File: src/rtl/assert_change_pkg.sv
// Shared constants and state type for the assert_change checker family.
package assert_change_pkg;

  localparam int OVL_IGNORE_NEW_START   = 0;
  localparam int OVL_RESET_ON_NEW_START = 1;
  localparam int OVL_ERROR_ON_NEW_START = 2;

  typedef enum logic {
    IDLE = 1'b0,
    OPEN = 1'b1
  } win_state_t;

endpackage

File: src/rtl/ovl_window_counter.sv
// Loadable, saturating down-counter with a terminal-count flag.
// It is shared by window-based checkers to measure the remaining cycles of a window.
module ovl_window_counter #(
  parameter int CNT_W = 2
) (
  input  logic             clk,
  input  logic             rst,
  input  logic             load,
  input  logic [CNT_W-1:0] load_val,
  input  logic             dec,
  output logic             tc
);

  logic [CNT_W-1:0] count;

  // Load wins over decrement; the count sticks at zero rather than wrapping.
  always_ff @(posedge clk) begin
    if (rst) begin
      count <= '0;
    end else if (load) begin
      count <= load_val;
    end else if (dec && (count != '0)) begin
      count <= count - CNT_W'(1);
    end
  end

  assign tc = (count == '0);

endmodule

File: src/rtl/assert_change_window_gen.sv
// Window generator for assert_change: opens a num_cks-cycle window on start_event,
// and closes it when test_expr changes or the window times out. It also flags violations.
module assert_change_window_gen
  import assert_change_pkg::*;
#(
  parameter int width               = 8,
  parameter int num_cks             = 2,
  parameter int action_on_new_start = OVL_IGNORE_NEW_START
) (
  input  logic             clk,
  input  logic             reset,
  input  logic             enable,
  input  logic             start_event,
  input  logic [width-1:0] test_expr,
  input  logic             xzcheck_enable,
  output logic             window,
  output logic             window_close,
  output logic             ignore_new_start,
  output logic             reset_on_new_start,
  output logic             error_on_new_start,
  output logic             fire_change,
  output logic             fire_new_start,
  output logic             fire_xz,
  output logic             cover_restart
);

  localparam int               CNT_W = $clog2(num_cks + 1);
  // The counter holds the cycles left after the current one, so zero marks the last window cycle.
  localparam logic [CNT_W-1:0] LAST  = CNT_W'(num_cks - 1);

  win_state_t       state, state_n;
  logic [width-1:0] ref_expr;
  logic             load, dec, ref_load, tc;
  logic             start_q, change, xz_start, xz_expr;
  logic             window_n, close_n, fire_change_n, fire_new_start_n, fire_xz_n, cover_restart_n;

  assign ignore_new_start   = (action_on_new_start == OVL_IGNORE_NEW_START);
  assign reset_on_new_start = (action_on_new_start == OVL_RESET_ON_NEW_START);
  assign error_on_new_start = (action_on_new_start == OVL_ERROR_ON_NEW_START);

`ifdef SYNTHESIS
  assign xz_start = 1'b0;
  assign xz_expr  = 1'b0;
`else
  assign xz_start = xzcheck_enable && $isunknown(start_event);
  assign xz_expr  = xzcheck_enable && $isunknown(test_expr);
`endif

  // An unknown cycle counts as neither a start nor a change.
  assign start_q = start_event && !xz_start;
  assign change  = (test_expr != ref_expr) && !xz_expr;

  ovl_window_counter #(
    .CNT_W(CNT_W)
  ) u_cnt (
    .clk      (clk),
    .rst      (reset),
    .load     (load),
    .load_val (LAST),
    .dec      (dec),
    .tc       (tc)
  );

  always_comb begin
    state_n          = state;
    load             = 1'b0;
    dec              = 1'b0;
    ref_load         = 1'b0;
    window_n         = window;
    close_n          = 1'b0;
    fire_change_n    = 1'b0;
    fire_new_start_n = 1'b0;
    fire_xz_n        = 1'b0;
    cover_restart_n  = 1'b0;
    if (enable) begin
      fire_xz_n = xz_start || ((state == OPEN) && xz_expr);
      case (state)
        IDLE: begin
          if (start_q) begin
            state_n  = OPEN;
            load     = 1'b1;
            ref_load = 1'b1;
          end
        end
        OPEN: begin
          dec = 1'b1;
          if (change || tc) begin
            // The current window resolves first. In RESET mode a coincident start reopens the window at once.
            close_n       = 1'b1;
            fire_change_n = !change;
            state_n       = IDLE;
            if (start_q && reset_on_new_start) begin
              state_n  = OPEN;
              load     = 1'b1;
              ref_load = 1'b1;
            end
          end else if (start_q) begin
            if (reset_on_new_start) begin
              load            = 1'b1;
              ref_load        = 1'b1;
              cover_restart_n = 1'b1;
            end
            if (error_on_new_start) begin
              fire_new_start_n = 1'b1;
            end
          end
        end
        default: state_n = IDLE;
      endcase
      window_n = (state_n == OPEN);
    end
  end

  always_ff @(posedge clk) begin
    if (reset) begin
      state          <= IDLE;
      ref_expr       <= '0;
      window         <= 1'b0;
      window_close   <= 1'b0;
      fire_change    <= 1'b0;
      fire_new_start <= 1'b0;
      fire_xz        <= 1'b0;
      cover_restart  <= 1'b0;
    end else begin
      state          <= state_n;
      if (ref_load) begin
        ref_expr <= test_expr;
      end
      window         <= window_n;
      window_close   <= close_n;
      fire_change    <= fire_change_n;
      fire_new_start <= fire_new_start_n;
      fire_xz        <= fire_xz_n;
      cover_restart  <= cover_restart_n;
    end
  end

endmodule

File: config.mk
export PLATFORM = sky130hd
export DESIGN_NAME = assert_change_window_gen
export DESIGN_NICKNAME = d
export VERILOG_FILES = /design/src/rtl/assert_change_pkg.sv /design/src/rtl/ovl_window_counter.sv /design/src/rtl/assert_change_window_gen.sv
export SDC_FILE = /design/constraint.sdc
export NUM_CORES = 1
export LEC_CHECK = 0
export BUFFER_PORTS_ARGS = -buffer_cell sky130_fd_sc_hd__buf_2
export CORE_AREA = 2 2 39 41
export CTS_BUF_LIST = sky130_fd_sc_hd__clkbuf_4
export CTS_CLUSTER_SIZE = 10
export DETAILED_ROUTE_END_ITERATION = 7
export DIE_AREA = 0 0 41 43
export PLACE_DENSITY = 0.82
export SYNTH_ARGS = -nofsm -noshare
export SYNTH_HDL_FRONTEND = slang
export SYNTH_SLANG_ARGS = --single-unit
File: constraint.sdc
create_clock -name clk -period 1.7 [get_ports clk]
set_clock_uncertainty 0.2 [all_clocks]
set_input_delay 0.17 -clock clk [delete_from_list [all_inputs] [get_ports clk]]
set_output_delay 0.17 -clock clk [all_outputs]
set_load 0.05 [all_outputs]
==> results.py <==
metrics = {
    "cells_and_area": {
        "multi_input_area_um2": 332,
        "final.fill_count": 119,
        "fin_util": 0.586,
        "area_delta_synth_final_pct": 26.3,
        "stdcell_count": 108,
        "fin_nets": 107,
        "regArea_um2": 260,
        "antennaDiodeCount": 0,
        "drive_above_1_share": 0.239,
        "design_area_um2": 811,
    },
    "floorplanning": {
        "fp.dieW_um": 41,
        "dieHeight_um": 43,
        "rows": 14,
        "start_util": 0.464,
        "core_um2": 1380,
        "io_pins": 22,
        "die_area_um2": 1760,
    },
    "detailed_routing": {
        "routed_wirelength_um": 987,
        "viasPerCell": 4.51,
        "ant_nets": 0,
        "remaining_drc_errors": 0,
        "wl_per_cell_um": 9.14,
        "num_vias": 487,
        "dr.first_iter.drc_count": 2,
        "drt_first_pass_iters": 2,
    },
    "run": {
        "cap_violations": 0,
    },
    "sta": {
        "hold_violations": 0,
        "grt_setup_unrepaired": "no",
        "drv_slew": 0,
        "fin_crit_sh": 0.931,
        "tns_ns": 0,
        "period_needed_ns": 1.58,
        "hold_slack_ns": 0.0277,
        "final-setup-viol-count": 0,
        "fmaxAchievable_ghz": 0.632,
        "post-route-worst-setup-slack_ns": 0.117,
    },
    "synthesis": {
        "ys.warnings.count": 0,
        "synthTopCellsByArea": "dfxtp_1 41%, mux2i_1 12%, xnor2_1 12%, buf_4 7.0%, nor2_1 6.4%",
        "synth_seq_cells": 13,
        "synth_top_area_frac": 0.405,
        "seq_area_frac_synth": 0.405,
        "synth_cells": 69,
        "synth.cell_area_um2": 642,
        "synth.largest_area_cell": "dfxtp_1",
        "syn_avg_cell_area_um2": 9.30,
        "synth_cell_types": 20,
    },
    "global_route": {
        "grt_pass1_vias": 480,
        "grt_pass1_wl_mm": 1.73,
        "grt_max_degree": 14,
        "overflow": 0,
        "track_usage": 0.153,
        "antenna_found_initial": 0,
    },
    "setup_path": {
        "start_kind": "primary input",
        "endpoint_kind": "register",
        "crit_path_start": "test_expr[2]",
        "reg2reg_to": "u_cnt.count[1]",
        "slowest_delay_ns": 0.54,
        "r2r_setup_slack_ns": 0.22,
        "crit_end": "state",
        "worst-path-buf-inv": 2,
        "crit_slowest_cell": "dlygate4sd3_1",
        "critPathArrivalTime_ns": 1.60,
        "required_ns": 1.72,
        "path_max_fanout": 2,
        "r2r-start": "u_cnt.count[0]",
        "path_depth": 6,
        "cp_top_family": "buffers and inverters",
        "crit_chain": "dlygate4sd3_1, buf_2, xnor2_1, nand4_1, nor4_2, o21a_1",
        "reg2reg_depth": 5,
        "critical_path_class": "primary input to register",
    },
    "cts": {
        "clock-root-buffer": "clkbuf_4",
        "cts_tree": "yes",
        "numCtsBuffers": 3,
        "clockBufferDepth": 2,
        "clkSinkCount": 13,
        "clk_latency_ns": 0.27,
        "htreeDepth": 1,
        "cts.clk_slew.worst_paths_ns": 0.08,
    },
    "power": {
        "p_leak_nw": 0.374,
        "p_per_area_nw_per_um2": 828,
        "power_mw": 0.672,
        "vdd_drop_max_mv": 0.523,
    },
    "worst_hold_path": {
        "holdCritPathClass": "primary input to register",
        "holdCritStartpoint": "reset",
    },
    "placed_design": {
        "portBuffers": 14,
        "placed_cell_area_um2": 701,
        "dp.cells": 96,
        "hpwl_um": 755,
        "gp_congestion": 0.670,
        "place_ws_ns": 0.225,
    },
    "outcome": {
        "outcome": "finished, final reports clean",
    },
}
[metal layers]
metal,wire [um],GRT usage,share of wire,up-vias
li1,-,-,-,258
met1,417,0.151,0.42,206
met2,493,0.253,0.50,20
met3,60,0.0471,0.061,3
met4,17,0.100,0.017,0
met5,0,0,0,-
[area by class of cell]
cell class,instances,share of cell area
multi-input combinational,49,0.409
inverter,3,0.0139
tap,16,0.0247
sequential,13,0.321
clock buffer,4,0.0370
timing repair buffer,23,0.194
[state kept, by name, indices dropped and copies added, names as in the netlist]
name / cells
fire_change: 1
u_cnt.count: 2
ref_expr: 8
state: 1
window_close: 1
[synth_stat cells (all sizes together)]
master   instances
o21a             1
nand2            4
conb             2
buf              7
nand3b           1
nor3             1
a21oi            2
a2111oi          1
inv              3
mux2i            8
nand4            1
ha               1
clkbuf           1
nor2            12
nor4             2
xnor2            9
dfxtp           13
[cell families (layout without fill, tap and decap cells)]
kind of cell	after synthesis	count (layout)	synth area share
AOI/OAI and AO/OA	4	4	0.0507
xor gates and xnor gates	9	9	0.123
adders and majority gates	1	1	0.0195
buffers and inverters	11	30	0.101
DFF	13	13	0.405
muxes	8	8	0.125
other	2	6	0.0117
and+or+nand+nor	21	21	0.164
[repair_timing]
item | CTS | global route
buffers inserted | 0 | 0
endpoints found under the hold margin | 8 | 0
hold buffers | 8 | 0
resized for setup | 0 | 0
[worst min path at each step]
stage | slack [ns] | depth (start not counted) | end
2_1_floorplan | 0.05 | 1 | u_cnt.count[1]
3_3_place_gp | 0.23 | 3 | ref_expr[3]
3_5_place_dp | 0.24 | 3 | ref_expr[6]
4_1_cts | 0.03 | 2 | ref_expr[7]
5_1_grt | 0.04 | 2 | ref_expr[7]
6_report | 0.03 | 2 | ref_expr[0]
[layout by cell type, fill, tap and decap left out, types with 2 or more instances in the layout]
cell type / netlist / routed
buf_2: 1 / 14
dfxtp_1: 13 / 13
nor2_1: 11 / 11
xnor2_1: 9 / 9
mux2i_1: 8 / 8
dlygate4sd3_1: 0 / 8
conb_1: 2 / 6
nand2_1: 4 / 4
clkbuf_4: 0 / 4
inv_1: 3 / 3
a21oi_1: 2 / 2
[power by group]
group	internal [mW]	leakage [nW]	switching [mW]
clock	0.107	0.0184	0.0960
combinational	0.0578	0.250	0.0841
sequential	0.318	0.106	0.00858
total	0.483	0.374	0.189
Note: power is estimated with default switching activity, not from simulation.
